File: src/rtl/m1t_mem_pkg.sv
// Shared types for the M1T memory-port arbiter: request modes, arbiter
// states and the requester-id width used by the read-tag FIFO.
package m1t_mem_pkg;

    typedef enum logic [1:0] {
        READ    = 2'd0,
        WRITE   = 2'd1,
        FENCE_A = 2'd2,
        FENCE_B = 2'd3
    } mem_mode_t;

    typedef enum logic [1:0] {
        ARB   = 2'd0,
        DRAIN = 2'd1,
        FENCE = 2'd2
    } arb_state_t;

    localparam int REQ_ID_W = 1;

    // Both fence encodings have the upper mode bit set.
    function automatic logic is_fence(input logic [1:0] mode);
        return mode[1];
    endfunction

endpackage

File: src/rtl/m1t_tag_fifo.sv
// Small FIFO holding the requester id of every outstanding read, in issue
// order, so responses can be routed back to the requester that issued them.
// A push while full is accepted only when a pop happens in the same cycle.
module m1t_tag_fifo
    import m1t_mem_pkg::*;
#(
    parameter int DEPTH = 4
) (
    input  logic                clk,
    input  logic                rst_n,
    input  logic                i_push,
    input  logic [REQ_ID_W-1:0] i_push_id,
    input  logic                i_pop,
    output logic                o_full,
    output logic                o_empty,
    output logic [REQ_ID_W-1:0] o_head_id
);

    localparam int PTR_W = $clog2(DEPTH);

    logic [REQ_ID_W-1:0] r_mem [DEPTH];
    logic [PTR_W-1:0]    r_wr_ptr;
    logic [PTR_W-1:0]    r_rd_ptr;
    logic [PTR_W:0]      r_count;
    logic                w_do_push;
    logic                w_do_pop;

    assign o_full    = (r_count == (PTR_W+1)'(DEPTH));
    assign o_empty   = (r_count == '0);
    assign o_head_id = r_mem[r_rd_ptr];
    assign w_do_pop  = i_pop && !o_empty;
    assign w_do_push = i_push && (!o_full || w_do_pop);

    // Tag storage write port.
    // NOTE: the storage array has no reset; an entry is only ever read after
    // it has been written, and the empty/full flags come from reset counters.
    always_ff @(posedge clk) begin
        if (w_do_push) begin
            r_mem[r_wr_ptr] <= i_push_id;
        end
    end

    // Pointer and occupancy bookkeeping; pointers wrap naturally at DEPTH.
    // NOTE: sequential state uses non-blocking assignments so every register
    // samples its inputs from the same pre-edge values.
    always_ff @(posedge clk or negedge rst_n) begin
        if (!rst_n) begin
            r_wr_ptr <= '0;
            r_rd_ptr <= '0;
            r_count  <= '0;
        end else begin
            if (w_do_push) r_wr_ptr <= r_wr_ptr + PTR_W'(1);
            if (w_do_pop)  r_rd_ptr <= r_rd_ptr + PTR_W'(1);
            case ({w_do_push, w_do_pop})
                2'b10:   r_count <= r_count + (PTR_W+1)'(1);
                2'b01:   r_count <= r_count - (PTR_W+1)'(1);
                default: r_count <= r_count;
            endcase
        end
    end

endmodule

File: src/rtl/mem_port_arbiter_m1t.sv
// Round-robin arbiter sharing the single M1T memory-controller port between
// two requesters. Reads are tagged with their owner so responses route back,
// and fences are held until every outstanding read has drained.
module mem_port_arbiter_m1t
    import m1t_mem_pkg::*;
#(
    parameter int ADDR_W    = 15,
    parameter int DATA_W    = 16,
    parameter int TAG_DEPTH = 4
) (
    input  logic                   clk,
    input  logic                   async_rst_n,
    input  logic                   clk_en,
    input  logic [1:0]             req_valid,
    output logic [1:0]             req_ready,
    input  logic [1:0][ADDR_W-1:0] req_addr,
    input  logic [1:0][1:0]        req_mask,
    input  logic [1:0][1:0]        req_type,
    input  logic [1:0][DATA_W-1:0] req_data,
    input  logic [1:0][1:0]        req_mode,
    input  logic [1:0][3:0]        req_wb_dest,
    output logic [1:0]             resp_valid,
    output logic [DATA_W-1:0]      resp_data,
    output logic [3:0]             resp_wb_dest,
    output logic [ADDR_W-1:0]      mem_address_out,
    output logic [1:0]             mem_mask_out,
    output logic [1:0]             mem_read_fnc_type,
    output logic [DATA_W-1:0]      mem_data_out,
    output logic [1:0]             mem_mode,
    output logic [3:0]             mem_wb_dest,
    output logic                   mem_enable,
    output logic                   mem_input_ready,
    input  logic [DATA_W-1:0]      mem_data_in,
    input  logic [3:0]             mem_wb_dest_in,
    input  logic                   mem_read_ack,
    input  logic                   mem_available,
    input  logic                   mem_idle,
    output logic                   tag_err
);

    arb_state_t r_state;
    logic       r_last_grant;
    logic       r_fence_owner;
    logic [1:0] r_fence_mode;
    logic       r_tag_err;

    logic       w_rr_win;
    logic [1:0] w_elig;
    logic       w_has_win;
    logic       w_win;
    logic       w_win_fence;
    logic       w_win_read;
    logic       w_full;
    logic       w_empty;
    logic       w_head;
    logic       w_pop;
    logic       w_push;
    logic       w_arb_fire;
    logic       w_fence_fire;
    logic       w_present;
    logic       w_sel;

    m1t_tag_fifo #(
        .DEPTH(TAG_DEPTH)
    ) u_tag_fifo (
        .clk      (clk),
        .rst_n    (async_rst_n),
        .i_push   (w_push),
        .i_push_id(w_win),
        .i_pop    (w_pop),
        .o_full   (w_full),
        .o_empty  (w_empty),
        .o_head_id(w_head)
    );

    // Winner selection, fire qualification and output muxing. A fence is only
    // eligible when it would win round-robin anyway, so it never overtakes.
    // NOTE: every signal gets a default at the top so no latch is inferred.
    always_comb begin
        w_rr_win     = (&req_valid) ? ~r_last_grant : req_valid[1];
        w_elig[0]    = req_valid[0] && (!is_fence(req_mode[0]) || !w_rr_win);
        w_elig[1]    = req_valid[1] && (!is_fence(req_mode[1]) ||  w_rr_win);
        w_has_win    = |w_elig;
        w_win        = (&w_elig) ? ~r_last_grant : w_elig[1];
        w_win_fence  = is_fence(req_mode[w_win]);
        w_win_read   = (req_mode[w_win] == READ);

        w_pop        = async_rst_n && clk_en && mem_read_ack && !w_empty;
        w_arb_fire   = async_rst_n && clk_en && mem_available && (r_state == ARB)
                       && w_has_win && !w_win_fence && !(w_win_read && w_full && !w_pop);
        w_fence_fire = async_rst_n && clk_en && mem_available && (r_state == FENCE);
        w_push       = w_arb_fire && w_win_read;

        w_sel        = (r_state == FENCE) ? r_fence_owner : w_win;
        w_present    = async_rst_n && (((r_state == ARB) && w_has_win && !w_win_fence)
                                       || (r_state == FENCE));

        req_ready         = (w_arb_fire || w_fence_fire) ? (2'b01 << w_sel) : 2'b00;
        mem_input_ready   = w_arb_fire || w_fence_fire;
        mem_enable        = w_present;
        mem_address_out   = w_present ? req_addr[w_sel]    : '0;
        mem_mask_out      = w_present ? req_mask[w_sel]    : '0;
        mem_read_fnc_type = w_present ? req_type[w_sel]    : '0;
        mem_data_out      = w_present ? req_data[w_sel]    : '0;
        mem_wb_dest       = w_present ? req_wb_dest[w_sel] : '0;
        mem_mode          = '0;
        if (w_present) begin
            mem_mode = (r_state == FENCE) ? r_fence_mode : req_mode[w_sel];
        end

        resp_valid   = w_pop ? (2'b01 << w_head) : 2'b00;
        resp_data    = async_rst_n ? mem_data_in    : '0;
        resp_wb_dest = async_rst_n ? mem_wb_dest_in : '0;
        tag_err      = r_tag_err;
    end

    // Arbiter state machine: round-robin history, fence capture and drain.
    always_ff @(posedge clk or negedge async_rst_n) begin
        if (!async_rst_n) begin
            r_state       <= ARB;
            r_last_grant  <= 1'b1;
            r_fence_owner <= 1'b0;
            r_fence_mode  <= FENCE_A;
            r_tag_err     <= 1'b0;
        end else if (clk_en) begin
            if (mem_read_ack && w_empty) begin
                r_tag_err <= 1'b1;
            end
            case (r_state)
                ARB: begin
                    if (w_arb_fire) begin
                        r_last_grant <= w_win;
                    end else if (w_has_win && w_win_fence) begin
                        r_fence_owner <= w_win;
                        r_fence_mode  <= req_mode[w_win];
                        r_state       <= DRAIN;
                    end
                end
                DRAIN: begin
                    if (w_empty && mem_idle) r_state <= FENCE;
                end
                FENCE: begin
                    if (mem_available) begin
                        r_last_grant <= r_fence_owner;
                        r_state      <= ARB;
                    end
                end
                default: r_state <= ARB;
            endcase
        end
    end

endmodule
File: config.mk
export PLATFORM = sky130hd
export DESIGN_NAME = mem_port_arbiter_m1t
export DESIGN_NICKNAME = d
export VERILOG_FILES = /design/src/rtl/m1t_mem_pkg.sv /design/src/rtl/m1t_tag_fifo.sv /design/src/rtl/mem_port_arbiter_m1t.sv
export SDC_FILE = /design/constraint.sdc
export NUM_CORES = 1
export LEC_CHECK = 0
export CAP_MARGIN = 40
export CORE_UTILIZATION = 32
export DETAILED_ROUTE_END_ITERATION = 8
export PLACE_DENSITY = 0.88
export SLEW_MARGIN = 40
export SYNTH_ARGS = -nofsm -noshare
export SYNTH_HDL_FRONTEND = slang
export SYNTH_SLANG_ARGS = --single-unit
export TNS_END_PERCENT = 1
File: constraint.sdc
create_clock -name clk -period 6.4 [get_ports clk]
set_clock_uncertainty 0.1 [all_clocks]
set_input_delay 1.28 -clock clk [delete_from_list [all_inputs] [get_ports clk]]
set_output_delay 1.28 -clock clk [all_outputs]
set_load 0.01 [all_outputs]
**Word level (Yosys, flattened, before mapping)**

Memories as Yosys holds them, arrays and structs flattened.
Index checks and enable logic that the tools add are counted.

- Add/sub/neg operators: 4
- $lt $le $gt $ge: 2
- Equality and inequality tests: 10
- Shift-type cells: 2
- Mux-type cells: 39
- Bitwise logic cells: 2
- Reduce and logical (&&, ||, !) cells: 47

Operator list:

| cell | number |
|---|---|
| $mux 16 | 4 |
| $mux 15 | 3 |
| $mux 2 | 18 |
| $logic_and 1x1->1 | 22 |
| $mux 4 | 4 |
| $logic_not 1->1 | 8 |
| $ne 2x2->1 const B | 4 |
| $reduce_and 4->1 | 2 |
| $mux 1 | 7 |
| $pmux 2 s3 | 1 |
| $pmux 3 s2 | 1 |
| $reduce_and 2->1 | 3 |
| $logic_or 1x1->1 | 5 |
| $reduce_and 5->1 | 1 |
| $add 2x1->2 const B | 2 |
| $eq 2x1->1 const B | 2 |
| $eq 2x2->1 const B | 2 |
| $logic_not 2->1 | 2 |
| $lt 1x2->1 const B | 2 |
| $reduce_bool 2->1 | 2 |
| $shl 1x1->2 const A | 2 |
| $add 3x1->3 const B | 1 |
| $eq 3x3->1 const B | 1 |
| $logic_not 3->1 | 1 |
| 5 further kinds | 6 |

- Bits in registers: 14
- Memory bits (writable): 4
- Bits of input ports: 110
- Output and inout bits: 68
- Logic and storage cells: 115
- Memories kept: 1

Memory list:

| memory | depth | bits a word | read ports | clocked after Yosys merged registers in | wr ports | line | RTL |
|---|---|---|---|---|---|---|---|
| u_tag_fifo.r_mem | 4 | 1 | 1 | 0 | 1 | m1t_tag_fifo.sv:21 | `logic [REQ_ID_W-1:0] r_mem [DEPTH];` |

**Logic depth before layout (Yosys ltp)**

- Word-level depth: 18
- Mapped depth: 11

**Hierarchy**

A second synthesis with hierarchy kept.

- Cells, all modules: 256
- Area total of the unflattened synthesis: 1788.0 µm²

Modules (own cells, without submodules):

| module | times used | cells each | area an instance (µm²) |
|---|---|---|---|
| mem_port_arbiter_m1t | 1 | 213 | 1207.4 |
| m1t_tag_fifo | 1 | 43 | 580.6 |

**Worst setup path before layout**

OpenSTA, ideal clock, no wires.

- Path type: input -> output
- From: in req_valid[1]
- To: out mem_data_out[10]
- Arrival time: 2.356 ns
- Slack: 2.664 ns
- Stages on the path: 5
- Path through: a21boi_4 mux2_2 clkbuf_1 nand2_1 a21oi_1

- Word-level cells in the longest chain between the ends: 14
- Elaborated cells between the ends (all ways): 21

Ends and longest elaborated chain:

| what | line | RTL |
|---|---|---|
| start, declared | mem_port_arbiter_m1t.sv:14 | `input logic [1:0] req_valid,` |
| $reduce_and 2->1 | mem_port_arbiter_m1t.sv:80 | `w_rr_win = (&req_valid) ? ~r_last_grant : req_valid[1];` |
| $mux 1 | mem_port_arbiter_m1t.sv:80 |  |
| $logic_not 1->1 | mem_port_arbiter_m1t.sv:81 | `w_elig[0] = req_valid[0] && (!is_fence(req_mode[0]) \|\| !w_rr_win);` |
| $logic_or 1x1->1 | mem_port_arbiter_m1t.sv:81 |  |
| $logic_and 1x1->1 | mem_port_arbiter_m1t.sv:81 |  |
| $reduce_and 2->1 | mem_port_arbiter_m1t.sv:84 | `w_win = (&w_elig) ? ~r_last_grant : w_elig[1];` |
| $mux 1 | mem_port_arbiter_m1t.sv:84 |  |
| $mux 2 (implied by the code) (2 in a row) | mem_port_arbiter_m1t.sv:85 | `w_win_fence = is_fence(req_mode[w_win]);` |
| $logic_not 1->1 | mem_port_arbiter_m1t.sv:95 | `w_present = async_rst_n && (((r_state == ARB) && w_has_win && !w_win_fence)` |
| $logic_and 1x1->1 | mem_port_arbiter_m1t.sv:95 |  |
| $logic_or 1x1->1 | mem_port_arbiter_m1t.sv:96 | `\|\| (r_state == FENCE));` |
| $logic_and 1x1->1 | mem_port_arbiter_m1t.sv:95 |  |
| $mux 16 * | mem_port_arbiter_m1t.sv:104 | `mem_data_out = w_present ? req_data[w_sel] : '0;` |
| end, declared | mem_port_arbiter_m1t.sv:28 | `output logic [DATA_W-1:0] mem_data_out,` |

Mark *: on every way between the ends. The rest lies on a longest branch, timed or not. The select of a mux whose other input is x is not followed.

**Final worst setup path**

- From: in req_valid[0]
- To: out mem_data_out[2]

- Word-level cells in the longest chain between the ends: 14
- Elaborated cells between the ends (all ways): 21

Ends and longest elaborated chain:

| what | line | RTL |
|---|---|---|
| $reduce_and 2->1 | mem_port_arbiter_m1t.sv:80 |  |
| $mux 1 | mem_port_arbiter_m1t.sv:80 |  |
| $logic_not 1->1 | mem_port_arbiter_m1t.sv:81 |  |
| $logic_or 1x1->1 | mem_port_arbiter_m1t.sv:81 |  |
| $logic_and 1x1->1 | mem_port_arbiter_m1t.sv:81 |  |
| $reduce_and 2->1 | mem_port_arbiter_m1t.sv:84 |  |
| $mux 1 * | mem_port_arbiter_m1t.sv:84 |  |
| via u_tag_fifo.i_push_id | m1t_tag_fifo.sv:12 | `input logic [REQ_ID_W-1:0] i_push_id,` |
| $mux 2 (implied by the code) (2 in a row) | mem_port_arbiter_m1t.sv:85 |  |
| $logic_not 1->1 | mem_port_arbiter_m1t.sv:95 |  |
| $logic_and 1x1->1 | mem_port_arbiter_m1t.sv:95 |  |
| $logic_or 1x1->1 | mem_port_arbiter_m1t.sv:96 |  |
| $logic_and 1x1->1 | mem_port_arbiter_m1t.sv:95 |  |
| $mux 16 * | mem_port_arbiter_m1t.sv:104 |  |

The timed path passes the listed nets; every way through them passes the cells marked *. The select of a mux whose other input is x is not followed.

==> results.md <==
- Final worst setup slack: between 1000 and 1500 ps
- Fin util: a little over two thirds
- Commonest non-fill, non-tap cells in the layout: 177 x clkdlybuf4s50_1, 81 x nand2_1, 42 x a21oi_1
- Comb power frac: approximately 53%
- Pin count of the biggest net entering global routing: 42
- Yosys Warn Count: 0
- IO buf count: ~180
- Die Area: 0.005754 mm²
- WP data arrival: 3840 ps
- CTS buffer count: 3
- ANT cells: 0
- Yosys cell types: 39
- Dpl hpwl: around 5400 µm
- # clock sinks: 18
- CP max-delay cell: mux2_2
- Sw frac: between 30% and 40%
- I/O pin cnt: between 150 and 200
- Area leader, netlist: nand2_1
- Final ANT Viol Nets: 0
- Syn Area/Cell: slightly above 7 µm²
- Critical path's largest stage delay: between 700 and 800 ps
- PostCTS Resize Cnt: 0
- Min cycle time layout: ~5200 ps
- Number of vias per cell: between 4 and 5
- CTS clock-pin slew for the worst setup and hold paths: around 60 ps
- # rows: 26
- Root buffer cell: clkbuf_8
- GPL Wtd Cong: between 0.8 and 0.9
- CTS tree: built
- Tot Pwr: ~610 µW
- Final wirelength: slightly below 7000 µm
- Setup-failing EPs final: 0
- NumNets Final: 532
- Hold_buf cts: 0
- Critical-path cell list: clkdlybuf4s50_1 -> a21boi_4 -> mux2_2 -> nand2_1 -> a21oi_1 -> clkdlybuf4s50_1
- Ys async rst share: roughly 78%
- Vias after detailed routing: roughly 2300
- R2r setup slk: 3720 ps
- Final Instance Area: approximately 0.0036 mm²
- Layout area overhead: 107.7%
- Top Family by Delay on Critical Path: buffers and inverters
- Initial antenna violation count: 0
- CP dominant cell by count: clkdlybuf4s50_1
- Worst Setup Start Kind: input pin
- Buf/Inv on CP: 2
- Sequential area share after synthesis: a little over a quarter
- Worst-skew pair later-pin latency: approximately 250 ps
- DR WL/cell: between 10 and 15 µm
- Psw: around 210 µW
- Unrepaired setup endpoints after global routing: false
- Crit end category: output pin
- CTS H-tree lvls: 1
- GRT overflow: 0
- P_int: just under 400 µW
- Synth top area share: between 10% and 20%
- Fin. Hold Viols: 0
- Worst slack, placed: 1153 ps
- Synth area leaders: nand2_1 17%, dfrtp_1 17%, a21oi_1 12%, and2_1 7.9%, edfxtp_1 6.9%
- Setup TNS: 0 ps
- Chip width: 75.86 µm
- Vert. Die Dim: about 76 µm
- Vias in the first global route: about 1900
- Most common cell after layout, fill and taps aside: clkdlybuf4s50_1
- First-pass GRT wire length: ~9100 µm
- Worst slew margin: 45.78%
- GRT Util Overall: between 20% and 30%
- Fin. max-slew vios: 0
- Post-CTS setup buffer count: 0
- Share of layout cells above drive strength 1: under 10%
- Number of synthesized register bits: 18
- Max_cap viols: 0
- Initial Utilization: 33.74%
- Setup Crit Path Kind: input pin to output pin
- First drt pass iteration count: 4
- Core Area: approximately 0.0052 mm²
- Max FO, Critical Path: between 40 and 50
- Clock buffer depth: 2
- Synth Net Count: between 300 and 400
- Clock power frac: about 15%
- Maximum vdd drop: 0.1087 mV
- Main flop type after synthesis: dfrtp_1
- Final period util: about four fifths
- Cell count after synthesis: around 250
- Status: finished clean
- Worst EP required: between 5000 and 6000 ps
- DRC Markers: 0
- Seq pwr share: between 30% and 40%
- Iteration-0 DRC Markers: between 70 and 80
- EDFF count, synth: 4
- Worst-Margin Slew: about 800 ps
- Power Dens Cells: around 170 mW/mm²
- Worst Hold Class: flip-flop to flip-flop
- Fmax: roughly 0.19 GHz
- DP Area: approximately 0.0036 mm²
- Post-Syn Area: between 0.0015 and 0.002 mm²
- Leak: 1.471 nW
## power groups by stage
stage	clock network, mW	registers, mW	logic (mW)
final	0.0892	0.198	0.320
after detailed placement	0	0.200	0.320
after floorplan	0	0.190	0.173
after global placement	0	0.198	0.310
after CTS	0.0919	0.198	0.323
after global routing	0.0969	0.203	0.354
## synth_stat cells, types with 2 or more instances
master    number
nand2_1       81
a21oi_1       42
and2_1        22
dfrtp_1       12
inv_1         12
clkbuf_1      11
ha_1           5
mux2_2         5
nor2_1         5
and2_2         4
buf_2          4
edfxtp_1       4
mux2i_1        3
nand3_1        3
o21ai_0        3
xnor2_1        3
xor2_1         3
and3_1         2
dfstp_2        2
nor3_1         2
## cell families (layout without fill, tap and decap cells)
family	after synthesis	after routing	share of synthesized area, %
XOR/XNOR	6	6	3.011
flip-flops	18	18	27.10
buffers and inverters	27	195	6.093
AND/OR/NAND/NOR	127	127	34.19
AO/OA/AOI/OAI	53	53	17.78
adder cells (fa/ha/maj)	6	6	4.731
multiplexers	10	10	7.096
## worst paths after layout
check | endpoint | depth (start not counted) | startpoint
hold / removal | tag_err | 1 | tag_err
setup reg to reg | u_tag_fifo.r_count[2] | 11 | r_last_grant
hold reg to reg | tag_err | 1 | tag_err
max in group asynchronous | r_last_grant | 2 | async_rst_n
min in group asynchronous | u_tag_fifo.r_count[0] | 2 | async_rst_n
setup / recovery | mem_data_out[2] | 6 | req_valid[0]
## per-stage QoR
step	instances	hold slack, ps
5_1_grt	485	407.2
2_1_floorplan	247	352.8
3_3_place_gp	481	357.7
3_5_place_dp	481	366.2
4_1_cts	485	381.5
6_report	485	371.8
## flip-flops by register name, indices dropped and copies added (netlist names)
signal,cells
u_tag_fifo.r_count,3
r_fence_mode,2
r_fence_owner,1
r_last_grant,1
u_tag_fifo.r_wr_ptr,2
r_state,2
u_tag_fifo.r_mem,4
tag_err,1
u_tag_fifo.r_rd_ptr,2
## area by class of cell
cell class                      instances  area [µm²]
Fill cell                             401        1546
Sequential cell                        18       473.0
Multi-Input combinational cell        202        1179
Timing Repair Buffer                  179        1787
Inverter                               12       45.04
Clock buffer                            4       55.05
Tap cell                               70       87.58
## worst reg2reg max path, cell delays in order (launching register included)
cell and delay, ps:
dfstp_2 390, a21boi_4 350, a32oi_2 120, or3_4 420, nor3_4 260, inv_1 100
ha_1 220, inv_1 90, fa_1 180, xor2_1 150, nor2_1 60, xor2_1 140
## per-layer routing
layer,wire length [µm],up-vias,GRT usage [%]
met5,0,-,0
met4,19,0,1.852
met2,3545,84,38.35
met1,2670,1065,25.04
li1,-,1142,-
met3,493,2,3.439
Note: power is estimated with default switching activity, not from simulation.
